## config.mk

```make
export PLATFORM = sky130hd
export DESIGN_NAME = regfile_dump_uart
export DESIGN_NICKNAME = d
export VERILOG_FILES = /design/src/rtl/regdump_pkg.sv /design/src/rtl/regfile_dump_uart_tx.sv /design/src/rtl/regfile_dump_uart.sv
export SDC_FILE = /design/constraint.sdc
export NUM_CORES = 1
export LEC_CHECK = 0
export BUFFER_PORTS_ARGS = -buffer_cell sky130_fd_sc_hd__buf_2
export CORE_MARGIN = 2
export CORE_UTILIZATION = 39
export CTS_BUF_LIST = sky130_fd_sc_hd__clkbuf_8
export DETAILED_ROUTE_END_ITERATION = 6
export SYNTH_ARGS = -nofsm -noshare
export SYNTH_HDL_FRONTEND = slang
export SYNTH_SLANG_ARGS = --single-unit
```

## constraint.sdc

```tcl
create_clock -name clk -period 2.56 [get_ports clk]
set_clock_uncertainty 0.2 [all_clocks]
set_input_delay 0.256 -clock clk [delete_from_list [all_inputs] [get_ports clk]]
set_output_delay 0.256 -clock clk [all_outputs]
set_load 0.02 [all_outputs]
```

## src/rtl/regdump_pkg.sv

```systemverilog
// Shared types and constants for the register-file UART dumper.
// Build with REGDUMP_ASCII_EN to send hex text instead of raw bytes.
package regdump_pkg;

  typedef logic [1:0] state_t;
  localparam state_t S_IDLE    = 2'd0;
  localparam state_t S_ADDR    = 2'd1;
  localparam state_t S_CAPTURE = 2'd2;
  localparam state_t S_SEND    = 2'd3;

  typedef logic [1:0] ustate_t;
  localparam ustate_t U_IDLE  = 2'd0;
  localparam ustate_t U_START = 2'd1;
  localparam ustate_t U_DATA  = 2'd2;
  localparam ustate_t U_STOP  = 2'd3;

  localparam logic UART_START = 1'b0;
  localparam logic UART_STOP  = 1'b1;

  localparam int RAW_BYTES   = 4;
  localparam int ASCII_BYTES = 10;
  localparam logic [7:0] ASCII_CR = 8'h0D;
  localparam logic [7:0] ASCII_LF = 8'h0A;

`ifdef REGDUMP_ASCII_EN
  localparam int DUMP_BYTES = ASCII_BYTES;

  function automatic logic [7:0] hex_char(
    input logic [3:0] n
  );
    if (n < 4'd10) return 8'h30 + {4'h0, n};
    else return 8'h37 + {4'h0, n};
  endfunction

  // Byte idx of one register: 8 hex chars MSB first, then CR LF.
  function automatic logic [7:0] dump_byte(
    input logic [31:0] w,
    input logic [3:0]  idx
  );
    logic [4:0] sh;
    sh = {3'd7 - idx[2:0], 2'b00};
    if (idx == 4'd8) return ASCII_CR;
    else if (idx == 4'd9) return ASCII_LF;
    else return hex_char(4'(w >> sh));
  endfunction
`else
  localparam int DUMP_BYTES = RAW_BYTES;

  function automatic logic [7:0] dump_byte(
    input logic [31:0] w,
    input logic [3:0]  idx
  );
    logic [6:0] sh;
    sh = {idx, 3'b000};
    return 8'(w >> sh);
  endfunction
`endif

endpackage

```

## src/rtl/regfile_dump_uart_tx.sv

```systemverilog
// 8N1 byte serialiser; a load during the final stop cycle
// chains the next frame with no idle gap.
module uart_tx_byte
  import regdump_pkg::*;
#(
  parameter int CLKS_PER_BIT = 434
) (
  input  logic       clk,
  input  logic       rst_n,
  input  logic [7:0] byte_in,
  input  logic       load,
  output logic       tx,
  output logic       byte_done
);

  localparam int BW = (CLKS_PER_BIT > 2) ? $clog2(CLKS_PER_BIT) : 1;
  localparam logic [BW-1:0] BAUD_MAX = BW'(CLKS_PER_BIT - 1);

  ustate_t       st;
  logic [BW-1:0] baud;
  logic [2:0]    bitc;
  logic [7:0]    shreg;
  logic          baud_end;

  assign baud_end  = (baud == BAUD_MAX);
  assign byte_done = (st == U_STOP) && baud_end;

  always_ff @(posedge clk or negedge rst_n) begin
    if (!rst_n) begin
      st    <= U_IDLE;
      tx    <= UART_STOP;
      baud  <= '0;
      bitc  <= '0;
      shreg <= '0;
    end else begin
      unique case (st)
        U_IDLE: begin
          baud <= '0;
          bitc <= '0;
          if (load) begin
            st    <= U_START;
            tx    <= UART_START;
            shreg <= byte_in;
          end
        end
        U_START: begin
          if (baud_end) begin
            baud <= '0;
            st   <= U_DATA;
            tx   <= shreg[0];
          end else begin
            baud <= baud + 1'b1;
          end
        end
        U_DATA: begin
          if (baud_end) begin
            baud <= '0;
            if (bitc == 3'd7) begin
              bitc <= '0;
              st   <= U_STOP;
              tx   <= UART_STOP;
            end else begin
              bitc  <= bitc + 3'd1;
              tx    <= shreg[1];
              shreg <= shreg >> 1;
            end
          end else begin
            baud <= baud + 1'b1;
          end
        end
        U_STOP: begin
          if (baud_end) begin
            baud <= '0;
            if (load) begin
              st    <= U_START;
              tx    <= UART_START;
              shreg <= byte_in;
            end else begin
              st <= U_IDLE;
            end
          end else begin
            baud <= baud + 1'b1;
          end
        end
        default: st <= U_IDLE;
      endcase
    end
  end

endmodule

```

## src/rtl/regfile_dump_uart.sv

```systemverilog
// Walks FIRST_REG..LAST_REG over a spare read port and streams each
// value out the UART (raw LSB-first, or hex text with REGDUMP_ASCII_EN).
module regfile_dump_uart
  import regdump_pkg::*;
#(
  parameter int CLKS_PER_BIT = 434,
  parameter int FIRST_REG    = 0,
  parameter int LAST_REG     = 31
) (
  input  logic        clk,
  input  logic        rst_n,
  input  logic        start,
  output logic [4:0]  rd_addr,
  input  logic [31:0] rd_data,
  output logic        tx,
  output logic        busy,
  output logic        done
);

  localparam logic [4:0] FIRST_A   = 5'(FIRST_REG);
  localparam logic [4:0] LAST_A    = 5'(LAST_REG);
  localparam logic [3:0] LAST_BYTE = 4'(DUMP_BYTES - 1);

  state_t      state;
  logic [31:0] word;
  logic [3:0]  byte_cnt;
  logic        load;
  logic        byte_done;
  logic [7:0]  byte_in;
  logic        last_byte;

  assign busy      = (state != S_IDLE);
  assign last_byte = (byte_cnt == LAST_BYTE);

  // First byte comes straight off the read port so framing starts
  // on the capture edge; later bytes come from the latched word.
  always_comb begin
    load    = 1'b0;
    byte_in = dump_byte(word, byte_cnt + 4'd1);
    if (state == S_CAPTURE) begin
      load    = 1'b1;
      byte_in = dump_byte(rd_data, 4'd0);
    end else if (state == S_SEND) begin
      load = byte_done && !last_byte;
    end
  end

  always_ff @(posedge clk or negedge rst_n) begin
    if (!rst_n) begin
      state    <= S_IDLE;
      rd_addr  <= FIRST_A;
      word     <= '0;
      byte_cnt <= '0;
      done     <= 1'b0;
    end else begin
      done <= 1'b0;
      unique case (state)
        S_IDLE: begin
          if (start) begin
            state    <= S_ADDR;
            rd_addr  <= FIRST_A;
            byte_cnt <= '0;
          end
        end
        S_ADDR: state <= S_CAPTURE;
        S_CAPTURE: begin
          word     <= rd_data;
          byte_cnt <= '0;
          state    <= S_SEND;
        end
        S_SEND: begin
          if (byte_done) begin
            if (!last_byte) begin
              byte_cnt <= byte_cnt + 4'd1;
            end else if (rd_addr == LAST_A) begin
              state <= S_IDLE;
              done  <= 1'b1;
            end else begin
              rd_addr  <= rd_addr + 5'd1;
              byte_cnt <= '0;
              state    <= S_ADDR;
            end
          end
        end
        default: state <= S_IDLE;
      endcase
    end
  end

  uart_tx_byte #(
    .CLKS_PER_BIT(CLKS_PER_BIT)
  ) u_tx (
    .clk      (clk),
    .rst_n    (rst_n),
    .byte_in  (byte_in),
    .load     (load),
    .tx       (tx),
    .byte_done(byte_done)
  );

endmodule
```

==> out/metrics.yaml <==
status:
  status: "completed"
worst_setup_path:
  r2r_end: "state[1]$_DFFE_PN0P_"
  critPathRequiredTime_ns: 2.60
  cp.arrival_ns: 2.44
  setup.worst_path.start: "u_tx.baud[6]$_DFF_PN0_"
  crit_type: "register to register"
  r2r-start: "u_tx.baud[6]$_DFF_PN0_"
  reg2reg_depth: 4
  critPathMaxStageDelay_ns: 0.70
  start_kind: "register"
  reg2reg_slack_ns: 0.16
  cp_cell_sequence: "or4b_1 > or3_4 > a21oi_1 > mux2_2"
  crit_fanout: 6
  endpoint: "state[1]$_DFFE_PN0P_"
  end_kind: "register"
  cp_slowest_cell: "or4b_1"
grt:
  grt_pass1_vias: 2973
  grt_overflow: 0
  grt.total_usage_pct: 17.57
  grt_pass1_wl_mm: 14.06
  grt_antenna_before_repair: 0
  grt_max_degree: 41
sta:
  setup_violations: 0
  fin_ws_ns: 0.1612
  rsz0062_at_grt: "false"
  hold_violations: 0
  fmax_ghz: 0.4169
  final_max_slew_viol_count: 0
  slew_headroom_pct: 53.93
  whs_ns: 0.09980
  fin_crit_sh_pct: 93.70
  layout_min_cycle_time_ns: 2.399
  worstMarginPinSlew_ns: 0.6869
power:
  power.density_nw_per_um2: 499.9
  clockPowerShare_pct: 46.8
  netSwitchingFraction_pct: 21.85
  switchingPower_mw: 0.5119
  power.internal_mw: 1.831
  ir_worst_vdd_uv: 502.3
  seqPwrFrac_pct: 47.2
  p_leak_nw: 2.016
  p_comb_share_pct: 5.9
placement:
  portBuffers: 42
  gp_congestion: 0.8168
  dp_hpwl_mm: 5.572
  post-place-ws_ns: -0.01027
clocking:
  path_clk_slew_ns: 0.08
  cts_setup_buffers: 0
  htree_levels: 3
  cts_buffer_depth: 2
  cts_num_sinks: 67
  numCtsBuffers: 9
  clock_latency_ns: 0.35
  cts_tree: "done"
  root_buffer: "clkbuf_8"
synthesis:
  synth_compound_area_share_pct: 12.42
  syn_avg_cell_area_sq_um: 11.38
  synthCells: 323
  synth_flop_cell: "dfrtp_1"
  synth-async-reset-ratio_pct: 100.0
  yosysWarningCount: 0
  synthSimpleGateAreaFrac_pct: 14.22
  syn_area_sq_um: 3677
  synth_edf_count: 0
  synth_top_family_by_area: "multiplexers"
  postSynthRegisterBits: 67
  synth_xor_area_share_pct: 1.667
  muxShareOfSynthArea_pct: 16.94
  yosysUniqueCellTypes: 61
  ys_seq_area_share_pct: 45.63
  yosys.area_share.adder_pct: 5.784
  synth_fp_nets: 375
die:
  initial_core_util_pct: 39.99
  rows: 35
  die_y_um: 101.1
  die_w_um: 101.1
  die_area_sq_um: 10220
  io_pins: 43
  core_region_area_sq_um: 9196
cells_and_area:
  n_antenna_cell: 0
  multi_input_area_sq_um: 1884
  area_growth_pct: 27.46
  final_nets: 462
  drive_above_1_share_pct: 31.33
  seqCellArea_sq_um: 1678
  fill_cells: 818
routing:
  vias: 2897
  wl_per_cell_um: 15.48
  vias_per_cell: 5.508
  firstDrtPassIters: 4
  totalWireLength_mm: 8.144
  drc: 0
  antenna_left: 0
  drt-initial-drc-count: 125
hold_path:
  hp-class: "input port to register"
job:
  max_cap_violations: 0
## synth_stat cells, drive strengths merged, types with 4 or more instances
cell | n | area, sq um
mux2 | 34 | 382.9
dfrtp | 66 | 1652
nand2 | 12 | 45.04
nand4 | 4 | 25.02
mux4 | 8 | 180.2
o21ai | 14 | 70.07
a221oi | 6 | 52.55
o211ai | 7 | 52.55
mux2i | 6 | 60.06
nand2b | 4 | 25.02
a21oi | 4 | 20.02
inv | 13 | 48.80
and4 | 4 | 35.03
clkbuf | 11 | 41.29
o31ai | 9 | 67.56
xnor2 | 4 | 35.03
buf | 8 | 32.53
ha | 17 | 212.7
nor3 | 5 | 25.02
nor2 | 23 | 86.33
nand3 | 9 | 45.04
## worst max-delay path, delay by kind of cell (launching register included)
family             cells  cell delay (ns)
and+or+nand+nor        2             1.15
muxes                  1             0.34
DFF                    1             0.43
AOI/OAI and AO/OA      1             0.16
## power groups by stage
stage	Combinational (mW)	Sequential (mW)	Clock [mW]
after floorplan	0.0442	1.12	0
after global placement	0.0997	1.13	0
after detailed placement	0.103	1.13	0
after CTS	0.141	1.11	1.12
after global routing	0.155	1.11	1.17
final	0.139	1.11	1.10
## metal layers
layer | wire [um] | global-route usage, % | up-vias
met3 | 225 | 3.259 | 9
li1 | - | - | 1385
met2 | 4071 | 29.90 | 41
met4 | 131 | 6.965 | 0
met1 | 3716 | 22.15 | 1462
met5 | 0 | 0 | -
## worst min-delay path by stage
stage                     slack [ns]                  endpoint  cells after the start   from
after floorplan                -0.24   byte_cnt[0]$_DFFE_PN0P_                      0  rst_n
after global routing            0.13    rd_addr[0]$_DFFE_PN0P_                      4  start
after global placement          0.14  u_tx.bitc[2]$_DFFE_PN0P_                      2  rst_n
final                            0.1    rd_addr[0]$_DFFE_PN0P_                      4  start
after detailed placement        0.13       word[8]$_DFFE_PN0P_                      2  rst_n
after CTS                       0.08    rd_addr[0]$_DFFE_PN0P_                      4  start
## kinds of logic (layout without fill, tap and decap cells)
logic type                 Yosys count  count (layout)
and+or+nand+nor                     87              87
DFF                                 67              67
AOI/OAI and AO/OA                   65              65
muxes                               48              48
buffers and inverters               32             124
adders and majority gates           17              17
xor gates and xnor gates             7               7
## cell type report
cell class | count | share of cell area [%]
clock inverters | 7 | 2.616
repair buffers | 95 | 14.74
inverters | 13 | 1.041
multi-input cells | 224 | 40.20
well taps | 111 | 2.963
clock buffers | 9 | 2.643
flip-flops and latches | 67 | 35.80
## through the flow
step / cell area, sq um / std cells / setup TNS [ns] / power (mW) / utilization (%)
after CTS: 4687 / 526 / 0 / 2.365 / 50.97
final: 4687 / 526 / 0 / 2.343 / 50.97
after detailed placement: 4105 / 477 / -0.01027 / 1.230 / 44.64
after global routing: 4687 / 526 / 0 / 2.433 / 50.97
after global placement: 4105 / 477 / 0 / 1.225 / 44.64
after floorplan: 3677 / 323 / 0 / 1.165 / -
## what timing repair did
action / 4_1_cts / 5_1_grt
hold endpoints to repair: 98 / 0
gates resized for setup: 1 / 0
hold buffers: 33 / 0
endpoints found under the setup margin: 1 / 0
## sequential cells by signal, indices dropped and copies added (netlist names)
signal      flops
byte_cnt        4
done            1
rd_addr         5
state           2
u_tx.baud       9
u_tx.bitc       3
u_tx.shreg      8
u_tx.st         2
u_tx.tx         1
word           32
## layout by cell type, fill, tap and decap left out, types with 12 or more instances in the layout
cell type	instances
ha_1	16
nand2_1	12
mux2_2	33
dfrtp_1	66
buf_4	20
dlygate4sd3_1	33
buf_2	42
nor2_1	23
inv_1	13
o21ai_0	14
Note: power is estimated with default switching activity, not from simulation.
